[src/rtl/hamming_weight_acc_pkg.sv]
// Shared definitions for the Hamming-weight engine: FSM encodings and
// constant helper functions used to size the datapath and vet parameters.
package hamming_weight_acc_pkg;

    localparam logic [1:0] ST_IDLE  = 2'd0;
    localparam logic [1:0] ST_COUNT = 2'd1;
    localparam logic [1:0] ST_DONE  = 2'd2;

    // Ceiling log2, usable in constant expressions.
    function automatic int clog2(input int value);
        int result;
        int remain;
        result = 0;
        remain = value - 1;
        while (remain > 0) begin
            result = result + 1;
            remain = remain >> 1;
        end
        return result;
    endfunction

    // Chunk index register width; kept at least one bit so NCHUNK=1 still builds.
    function automatic int idx_width(input int nchunk);
        return (nchunk > 1) ? clog2(nchunk) : 1;
    endfunction

    // Word must split evenly into chunks, and the weight/total registers
    // must be able to hold a full-word count.
    function automatic bit params_legal(input int data_width,
                                        input int chunk_width,
                                        input int weight_width,
                                        input int acc_width);
        bit ok;
        ok = 1'b1;
        if (chunk_width < 1 || data_width < chunk_width)  ok = 1'b0;
        if (chunk_width > 0 && (data_width % chunk_width) != 0) ok = 1'b0;
        if (weight_width < clog2(data_width + 1))          ok = 1'b0;
        if (acc_width < weight_width)                      ok = 1'b0;
        return ok;
    endfunction

endpackage

[src/rtl/hamming_weight_acc_popcount.sv]
// Combinational population count of a small word; used on one chunk per cycle.
module hamming_weight_acc_popcount #(
    parameter int DATA_WIDTH   = 4,
    parameter int WEIGHT_WIDTH = 3
) (
    input  logic [DATA_WIDTH-1:0]   data_i,
    output logic [WEIGHT_WIDTH-1:0] weight_o
);

    // Ripple sum of the individual bits.
    always_comb begin
        weight_o = '0;
        for (int i = 0; i < DATA_WIDTH; i++) begin
            weight_o = weight_o + WEIGHT_WIDTH'(data_i[i]);
        end
    end

endmodule

[src/rtl/hamming_weight_acc.sv]
// Sequential Hamming-weight engine: counts a word CHUNK_WIDTH bits per cycle
// behind valid/ready handshakes, reports parity, and keeps a saturating
// running total of weights for words flagged with accumulate.
module hamming_weight_acc
    import hamming_weight_acc_pkg::*;
#(
    parameter int DATA_WIDTH   = 8,
    parameter int CHUNK_WIDTH  = 4,
    parameter int WEIGHT_WIDTH = 4,
    parameter int ACC_WIDTH    = 16
) (
    input  logic                    clk,
    input  logic                    nReset,
    input  logic                    inValid,
    output logic                    inReady,
    input  logic [DATA_WIDTH-1:0]   dataIn,
    input  logic                    accumulate,
    output logic                    outValid,
    input  logic                    outReady,
    output logic [WEIGHT_WIDTH-1:0] hammingWeight,
    output logic                    parity,
    input  logic                    clear,
    output logic [ACC_WIDTH-1:0]    accWeight,
    output logic                    accOverflow
);

    localparam int NCHUNK = DATA_WIDTH / CHUNK_WIDTH;
    localparam int IDX_W  = idx_width(NCHUNK);
    localparam int CW_W   = clog2(CHUNK_WIDTH + 1);

    localparam logic [IDX_W-1:0]     LAST_IDX = IDX_W'(NCHUNK - 1);
    localparam logic [ACC_WIDTH-1:0] ACC_MAX  = '1;

    if (!params_legal(DATA_WIDTH, CHUNK_WIDTH, WEIGHT_WIDTH, ACC_WIDTH)) begin : g_param_check
        $error("hamming_weight_acc: illegal DATA/CHUNK/WEIGHT/ACC width combination");
    end

    logic [1:0]              state_q,      state_d;
    logic [DATA_WIDTH-1:0]   data_q,       data_d;
    logic                    acc_en_q,     acc_en_d;
    logic [IDX_W-1:0]        idx_q,        idx_d;
    logic [WEIGHT_WIDTH-1:0] partial_q,    partial_d;
    logic [WEIGHT_WIDTH-1:0] weight_q,     weight_d;
    logic [ACC_WIDTH-1:0]    acc_weight_q, acc_weight_d;
    logic                    acc_ovf_q,    acc_ovf_d;

    logic [CHUNK_WIDTH-1:0]  chunk;
    logic [CW_W-1:0]         chunk_weight;
    logic [WEIGHT_WIDTH-1:0] partial_sum;
    logic [ACC_WIDTH:0]      acc_sum;
    logic                    out_hs;

    // Pick the chunk addressed by the index; chunk 0 holds the LSBs.
    always_comb begin
        chunk = '0;
        for (int c = 0; c < NCHUNK; c++) begin
            if (idx_q == IDX_W'(c)) begin
                chunk = data_q[c*CHUNK_WIDTH +: CHUNK_WIDTH];
            end
        end
    end

    hamming_weight_acc_popcount #(
        .DATA_WIDTH   (CHUNK_WIDTH),
        .WEIGHT_WIDTH (CW_W)
    ) u_chunk_count (
        .data_i   (chunk),
        .weight_o (chunk_weight)
    );

    assign partial_sum = partial_q + WEIGHT_WIDTH'(chunk_weight);
    assign out_hs      = (state_q == ST_DONE) && outReady;

    // FSM and counting datapath; the result register only updates on the
    // final chunk so the outputs hold between words.
    always_comb begin
        state_d   = state_q;
        data_d    = data_q;
        acc_en_d  = acc_en_q;
        idx_d     = idx_q;
        partial_d = partial_q;
        weight_d  = weight_q;
        case (state_q)
            ST_IDLE: begin
                if (inValid) begin
                    data_d    = dataIn;
                    acc_en_d  = accumulate;
                    idx_d     = '0;
                    partial_d = '0;
                    state_d   = ST_COUNT;
                end
            end
            ST_COUNT: begin
                if (idx_q == LAST_IDX) begin
                    weight_d = partial_sum;
                    state_d  = ST_DONE;
                end else begin
                    partial_d = partial_sum;
                    idx_d     = idx_q + 1'b1;
                end
            end
            ST_DONE: begin
                if (outReady) begin
                    state_d = ST_IDLE;
                end
            end
            default: begin
                state_d = ST_IDLE;
            end
        endcase
    end

    // Saturating running total; clear takes priority over a same-edge add,
    // and a sum that would exceed the maximum pins it and flags overflow.
    always_comb begin
        acc_sum      = {1'b0, acc_weight_q} + (ACC_WIDTH+1)'(weight_q);
        acc_weight_d = acc_weight_q;
        acc_ovf_d    = acc_ovf_q;
        if (clear) begin
            acc_weight_d = '0;
            acc_ovf_d    = 1'b0;
        end else if (out_hs && acc_en_q) begin
            if (acc_sum[ACC_WIDTH]) begin
                acc_weight_d = ACC_MAX;
                acc_ovf_d    = 1'b1;
            end else begin
                acc_weight_d = acc_sum[ACC_WIDTH-1:0];
            end
        end
    end

    // State registers; reset aborts any in-flight word.
    always_ff @(posedge clk or negedge nReset) begin
        if (!nReset) begin
            state_q      <= ST_IDLE;
            data_q       <= '0;
            acc_en_q     <= 1'b0;
            idx_q        <= '0;
            partial_q    <= '0;
            weight_q     <= '0;
            acc_weight_q <= '0;
            acc_ovf_q    <= 1'b0;
        end else begin
            state_q      <= state_d;
            data_q       <= data_d;
            acc_en_q     <= acc_en_d;
            idx_q        <= idx_d;
            partial_q    <= partial_d;
            weight_q     <= weight_d;
            acc_weight_q <= acc_weight_d;
            acc_ovf_q    <= acc_ovf_d;
        end
    end

    assign inReady       = (state_q == ST_IDLE);
    assign outValid      = (state_q == ST_DONE);
    assign hammingWeight = weight_q;
    assign parity        = weight_q[0];
    assign accWeight     = acc_weight_q;
    assign accOverflow   = acc_ovf_q;

endmodule

[config.mk]
export PLATFORM = sky130hd
export DESIGN_NAME = hamming_weight_acc
export DESIGN_NICKNAME = d
export VERILOG_FILES = /design/src/rtl/hamming_weight_acc_pkg.sv /design/src/rtl/hamming_weight_acc_popcount.sv /design/src/rtl/hamming_weight_acc.sv
export SDC_FILE = /design/constraint.sdc
export NUM_CORES = 1
export LEC_CHECK = 0
export ABC_AREA = 1
export BUFFER_PORTS_ARGS = -buffer_cell sky130_fd_sc_hd__buf_2
export CAP_MARGIN = 20
export CORE_UTILIZATION = 45
export DETAILED_ROUTE_END_ITERATION = 6
export GPL_TIMING_DRIVEN = 0
export PLACE_DENSITY = 0.67
export SLEW_MARGIN = 25
export SYNTH_ARGS = -nofsm -noshare
export SYNTH_HDL_FRONTEND = slang
export SYNTH_HIERARCHICAL = 1
export SYNTH_SLANG_ARGS = --single-unit
[constraint.sdc]
create_clock -name clk -period 5.82 [get_ports clk]
set_input_delay 1.746 -clock clk [delete_from_list [all_inputs] [get_ports clk]]
set_output_delay 1.746 -clock clk [all_outputs]
set_load 0.05 [all_outputs]
**Yosys cells after proc, flatten, opt, wreduce, memory -nomap -nowiden**

Index checks and enable logic that the tools add are counted.

- $add $sub $neg: 6
- Equality and inequality tests: 6
- Multiplexer cells: 17
- Reduce and logical (&&, ||, !) cells: 12

Operators with widths:

| kind | count |
|---|---|
| $mux 16 | 3 |
| $add 16x4->17 | 1 |
| $mux 4 | 3 |
| $pmux 4 s2 | 1 |
| $reduce_and 2->1 | 4 |
| $add 3x1->3 | 2 |
| $mux 2 | 3 |
| $ne 2x2->1 const B | 3 |
| $pmux 2 s3 | 1 |
| $reduce_and 3->1 | 2 |
| $reduce_bool 2->1 | 3 |
| $mux 1 | 5 |
| $add 4x3->4 | 1 |
| $add 1x1->2 | 1 |
| $eq 2x1->1 const B | 1 |
| $eq 2x2->1 const B | 1 |
| $logic_and 1x1->1 | 2 |
| $logic_not 2->1 | 1 |
| $ne 2x1->1 const B | 1 |
| $pmux 1 s2 | 1 |
| $add 1x1->1 const B | 1 |

- Register bits after elaboration: 37
- Input port bits: 14
- Output and inout port bits: 24
- Logic and storage cells: 49

**Depth between registers and ports, before layout**

Gate-level depths: netlist (run 1).

- Word-level depth: 7
- Mapped depth: 14
- Gate-level depth less buffers: 14

**By module**

The synthesis (run 1) kept the hierarchy.

By module, submodules not included:

| module | instances | cells each | area each (sq um) | seq. area each (sq um) |
|---|---|---|---|---|
| hamming_weight_acc | 1 | 276 | 2215.9 | 925.9 |
| hamming_weight_acc_popcount | 1 | 8 | 63.8 | 0.0 |

**Worst setup path before layout (run 1)**

Ideal clock, no wire load.

- Kind: register to output
- Start point: register state_q[0]
- End point: output port inReady
- Arrival time: 1.117 ns
- Setup slack: 2.957 ns
- Stages on the path, launching flop included: 2
- Path buffers: 0
- Cell sequence: dfrtp_1 -> nor2_1

- Cells in the longest elaborated chain, start to end: 1

Ends and longest elaborated chain:

| element | RTL line | source |
|---|---|---|
| start: declaration | hamming_weight_acc.sv:38 | `logic [1:0] state_q, state_d;` |
| start signal: assignment | hamming_weight_acc.sv:144 | `state_q <= state_d;` |
| $logic_not 2->1 | hamming_weight_acc.sv:155 | `assign inReady = (state_q == ST_IDLE);` |
| end: declaration | hamming_weight_acc.sv:15 | `output logic inReady,` |

Every way passes these cells.

**Final worst setup path (run 1)**

Same ends and word-level chain as after synthesis.

==> reports/metrics.cfg, run 1 <==
[finish]
mostFrequentLayoutCell=nand2_1
num_antenna_cells=0
multi_input_area_mm2=0.00120
final_util=0.551
syn_to_final_growth_pct=15.8
fillers=473
regArea_um2=926
drive_gt1_frac=0.237
design_area_mm2=0.00264
fin_nets=354
mostFrequentLayoutCells=nand2_1, nand3_1, buf_2

[clock_tree]
root_buffer=clkbuf_8
numCtsBuffers=5
clock_latency_ps=290
post-cts-setup-buffers=0
clock_path_buffers=2
path_clk_slew_ps=80
h-tree-depth=2
ctsResizeCount=0
cts.sinks=37
ctsHoldBuffers=0
tritoncts=built

[sta]
fin_crit_sh=0.507
fin_skew_ps=3.69
maxSlewViolCount=0
relSlewSlack=0.449
period_needed_ps=2950
finalSetupTns_ps=0
whs_ps=493
clock.fmax_ghz=0.339
tightest_slew_ps=826
finalHoldViolCount=0
setup_ws_ps=2870
setup_viol=0
rsz0062_at_grt=false

[route]
routed_via_density=4.83
ant_nets=0
wl_per_cell_um=11.8
wl_um=4660
firstDrtPassIters=4
vias=1913
drt_iter0_markers=99
drc=0

[worst_setup_path]
worst-path-buf-inv=1
cp_max_fo=4
critPathLaunchType=flop
critical_path.max_stage_delay_ps=420
r2r_setup_slack_ps=3070
cpMaxStageDelayCell=dfrtp_1
crit_required_ps=4070
worstSetupEndpointType=primary output
regToRegEndpoint=partial_q[3]$_DFFE_PN0P_
reg2regPathDepth=14
arrival_ps=1200
r2r_start=idx_q$_DFFE_PN0P_
critPathKind=reg2out
worstPathCellList=nor2_1 > buf_2
critical-path-top-delay-family=flip-flops

[place]
dpl_cell_area_mm2=0.00255
dpl_worst_slack_ps=3060
place.gp.congestion=0.874
portBuffers=37
dp_hpwl_um=3420

[pwr]
p_leak_nw=1.58
vdd_drop_max_v=0.000253
powerDensity_mw_per_mm2=405

[outcome]
status=finished clean

[die]
num_rows=25
ios=38
die_h_um=73.2
core_area_mm2=0.00479
start_util=0.476
die_w_um=73.2
die-area_mm2=0.00535

[yosys]
yosys_warnings=6
synthCells=284
synth_area_mm2=0.00228
syn_avg_cell_area_um2=8.03
synth_seq_area_share=0.406
syn-num-nets=310
ys_ff_latch=37
synth_cell_type_count=32

[worst_hold_path]
whs_path_depth=2
hold_class=reg2reg
min_from=accOverflow$_DFFE_PN0P_
min_to=accOverflow$_DFFE_PN0P_

[grt]
grt_max_degree=38
grt_pass1_wl_um=8250
grtUsageTotal=0.203
antenna_found_initial=0
grt_pass1_vias=1807
grt_overflow=0

[flow_run]
drv_cap=0

-- state kept, by name, summed over array words and instances (netlist names) --
register       count
accOverflow        1
accWeight         16
acc_en_q           1
data_q             8
hammingWeight      4
idx_q              1
partial_q          4
state_q            2
-- cells in the mapped netlist --
master / count / area, µm²
nand2_1: 92 / 345
nand3_1: 38 / 190
dfrtp_1: 37 / 926
inv_1: 31 / 116
nor2_1: 25 / 93.8
ha_1: 9 / 113
mux2_2: 5 / 56.3
mux2_4: 4 / 60.1
nand2_2: 4 / 25.0
o21ai_0: 4 / 20.0
a21oi_1: 3 / 15.0
fa_1: 3 / 60.1
nand3_2: 3 / 30.0
or2_2: 3 / 18.8
xor2_1: 3 / 26.3
nand3b_1: 2 / 15.0
nor2_2: 2 / 12.5
nor2_4: 2 / 22.5
buf_2: 1 / 5.00
buf_4: 1 / 7.51
buf_6: 1 / 11.3
clkinv_2: 1 / 5.00
inv_4: 1 / 6.26
nand2_4: 1 / 11.3
nand4_1: 1 / 6.26
nand4_2: 1 / 12.5
nand4_4: 1 / 21.3
nor2_8: 1 / 20.0
o21ai_1: 1 / 5.00
o21ai_2: 1 / 8.76
o31ai_1: 1 / 7.51
or2_0: 1 / 6.26
-- layout make-up --
class                      count  share of cell area
buffer                         3             0.00901
clock buffer                   5              0.0261
clock inverter                 3             0.00806
inverter                      33              0.0484
multi-input combinational    211               0.456
sequential                    37               0.351
tap                           67              0.0318
timing repair buffer          37              0.0702
-- worst register-to-register path, cell delays in order (launching register included) --
cell,delay [ps]
dfrtp_1,440
inv_1,220
nand2_1,80
nand2_1,70
inv_1,50
fa_1,520
inv_1,40
ha_1,170
ha_1,320
ha_1,290
nand3_1,80
nand2_1,90
xor2_1,190
nand3_1,90
nand2_1,60
-- where the power goes --
group / switching (mW) / internal [mW]
sequential: 0.0490 / 0.320
clock: 0.104 / 0.0851
combinational: 0.319 / 0.191
-- cells by family after synthesis --
family / Yosys count / synth area share
flip-flops: 37 / 0.406
multiplexers: 9 / 0.0510
adder cells (fa/ha/maj): 12 / 0.0757
AND/OR/NAND/NOR: 177 / 0.364
buffers and inverters: 36 / 0.0664
XOR/XNOR: 3 / 0.0115
AO/OA/AOI/OAI: 10 / 0.0247
-- how the worst max path moves through the flow --
stage	slack (ps)	endpoint	startpoint	depth (start not counted)
after floorplan	2960	inReady	state_q[0]$_DFFE_PN0P_	1
after global placement	3050	accWeight[10]$_DFFE_PN0P_	clear	7
after detailed placement	3060	accWeight[10]$_DFFE_PN0P_	clear	7
after CTS	2870	inReady	state_q[0]$_DFFE_PN0P_	2
after global routing	2800	inReady	state_q[0]$_DFFE_PN0P_	2
final	2870	inReady	state_q[0]$_DFFE_PN0P_	2
-- stage by stage --
stage	cells	power, mW
final	396	1.07
after global placement	388	0.871
after CTS	396	1.07
after floorplan	284	0.766
after global routing	396	1.15
after detailed placement	388	0.880
-- layer usage --
metal	track usage	vias up	routed length [µm]
li1	-	994	-
met1	0.296	863	2400
met2	0.307	51	1990
met3	0.0414	5	240
met4	0.0523	0	34
met5	0	-	0
Power figures use the tool's default switching activity.
==> run 2: changes to the inputs <==
--- a/config.mk
+++ b/config.mk
@@ -11,7 +11,7 @@
 export CORE_UTILIZATION = 45
 export DETAILED_ROUTE_END_ITERATION = 6
 export GPL_TIMING_DRIVEN = 0
-export PLACE_DENSITY = 0.67
+export PLACE_DENSITY = 0.7
 export SLEW_MARGIN = 25
 export SYNTH_ARGS = -nofsm -noshare
 export SYNTH_HDL_FRONTEND = slang
==> constraint.sdc (replaced) <==
create_clock -name clk -period 2.65 [get_ports clk]
set_input_delay 0.795 -clock clk [delete_from_list [all_inputs] [get_ports clk]]
set_output_delay 0.795 -clock clk [all_outputs]
set_load 0.05 [all_outputs]
==> run 2 against run 1 <==
  * Setup slack worse by 2700 ps
  * Non-clock buffer count is 2 higher
  * Power is 140% higher
  * Critical endpoint is now partial_q[1]$_DFFE_PN0P_
  * Highest routed layer unchanged
==> reports/metrics.cfg, run 2 (same netlist as run 1, synthesis figures left out) <==
[worst_setup_path]
crit_top_cell=inv_1
worst-path-buf-inv=4  ; +3
reg2regPathDepth=11  ; -3
path_depth=11  ; +9
crit_required_ps=2870  ; -1200 ps
critical_path.max_stage_delay_ps=520  ; +100 ps
cpMaxStageDelayCell=fa_1
cp_max_fo=5  ; +1
critPathKind=reg2reg
critPathLaunchType=flop
worstPathCellList=inv_2 > nand2_1 > nand2_1 > inv_1 > fa_1 > inv_1 > ha_2 > ha_1 > fa_2 > inv_1 > o21ai_0
arrival_ps=2750  ; +1550 ps
worstSetupEndpointType=flop
critical-path-top-delay-family=adder cells

[route]
wl_per_cell_um=12.0  ; +2.2%
drc=0  ; unchanged
wl_met1_um=2390  ; -0.29%
wl_um=4790  ; +2.7%
vias=1961  ; +2.5%
wl_met2_um=2100  ; +5.5%
ant_nets=0  ; unchanged
top_layer_used=met4
drt_iter0_markers=86  ; -13%
firstDrtPassIters=4  ; unchanged
wl_met3_um=209  ; -13%
routed_via_density=4.93  ; +2.0%

[clock_tree]
clock_path_buffers=2  ; unchanged
h-tree-depth=2  ; unchanged
root_buffer=clkbuf_8
path_clk_slew_ps=80  ; about the same
numCtsBuffers=5  ; unchanged
cts.sinks=37  ; unchanged
clock_latency_ps=290  ; about the same
tritoncts=built
ctsHoldBuffers=0  ; unchanged

[pwr]
vdd_drop_max_v=0.000629  ; +150%
p_leak_nw=1.60  ; +0.70%
powerDensity_mw_per_mm2=943  ; +130%

[sta]
rsz0062_at_grt=true
clock.fmax_ghz=0.396
whs_ps=492  ; -1.42 ps
setup_viol=0  ; unchanged
relSlewSlack=0.443  ; -0.00633
maxSlewViolCount=0  ; unchanged
tightest_slew_ps=836  ; +9.49 ps
finalSetupTns_ps=0  ; unchanged
fin_crit_sh=0.954
fin_skew_ps=7.33  ; +3.64 ps
period_needed_ps=2530
finalHoldViolCount=0  ; unchanged

[outcome]
status=finished clean

[place]
portBuffers=37  ; unchanged
dp_hpwl_um=3490  ; +2.1%
dpl_cell_area_mm2=0.00255  ; unchanged
place.gp.congestion=0.877  ; +0.41%
placedCellCount=388  ; unchanged

[die]
core_area_mm2=0.00479  ; unchanged
die_w_um=73.2  ; unchanged
start_util=0.476  ; unchanged
num_rows=25  ; unchanged
die-area_mm2=0.00535  ; unchanged
ios=38  ; unchanged
die_h_um=73.2  ; unchanged

[finish]
largest_register_ff_count=16  ; unchanged
drive_gt1_frac=0.266  ; +0.0288
stdcell_count=398  ; +0.51%
mostFrequentLayoutCells=nand2_1, nand3_1, buf_2
num_antenna_cells=0  ; unchanged
design_area_mm2=0.00271  ; +2.6%
syn_to_final_growth_pct=18.8
fin_nets=356  ; +0.56%
mostFrequentLayoutCell=nand2_1

[grt]
grt_max_degree=38  ; unchanged
grt_pass1_vias=1818  ; +0.61%
grt_overflow=0  ; unchanged
antenna_found_initial=0  ; unchanged
grtUsageTotal=0.201  ; -0.00159
grt_pass1_wl_um=8200  ; -0.58%

[worst_hold_path]
hold_class=reg2reg
whs_path_depth=2  ; unchanged

[flow_run]
drv_cap=0  ; unchanged

## run 2: cell types whose count changed in the layout (fill, tap and decap cells not counted), sizes merged
cell,before,now
buf,40,42
inv,33,32
clkinvlp,1,0
clkbuf,5,7
## run 2: final cells by class
class                           count  area [µm²]
Fill cell                         467        2080
Multi-Input combinational cell    211        1240
Sequential cell                    37         927
Timing Repair Buffer               39         200
Inverter                           33         128
Clock buffer                        7        96.3
Tap cell                           67        83.8
Buffer                              3        23.8
Clock inverter                      1        5.00
## run 2: worst register-to-register path, cell delays in order, from the launching register on
cell and delay, ps:
dfrtp_2 440, inv_2 90, nand2_1 50, nand2_1 50, inv_1 50, fa_1 520, inv_1 50, ha_2 270
ha_1 220, fa_2 520, inv_1 40, o21ai_0 140
## run 2: per-layer routing
metal  up-vias  track usage
met1       916        0.288
met3         8       0.0442
met5         -            0
li1        993            -
met4         0       0.0784
met2        44        0.295
## run 2: timing repair
action	4_1_cts	5_1_grt
pin swaps	0	1
resized for setup	1	7
buffers inserted	1	1
endpoints found under the setup margin	6	5
## run 2: through the flow
step | worst slack, ps | util | total power [mW]
after global placement | -64.9 | 0.533 | 1.91
final | 122 | 0.566 | 2.55
after floorplan | 125 | - | 1.68
after global routing | -23.6 | 0.566 | 2.75
after CTS | 17.0 | 0.555 | 2.41
after detailed placement | -89.6 | 0.533 | 1.95
## run 2: worst paths after layout
path,endpoint,slack (ps),startpoint
setup / recovery,partial_q[1]$_DFFE_PN0P_,120,idx_q$_DFFE_PN0P_
hold reg to reg,accOverflow$_DFFE_PN0P_,490,accOverflow$_DFFE_PN0P_
min in group asynchronous,data_q[1]$_DFFE_PN0P_,600,nReset
max in group asynchronous,idx_q$_DFFE_PN0P_,1480,nReset
hold / removal,accOverflow$_DFFE_PN0P_,490,accOverflow$_DFFE_PN0P_
setup reg to reg,partial_q[1]$_DFFE_PN0P_,120,idx_q$_DFFE_PN0P_
## run 2: power breakdown
part	switching, mW	internal, mW
logic	0.766	0.531
registers	0.109	0.705
clock network	0.206	0.235
total	1.08	1.47
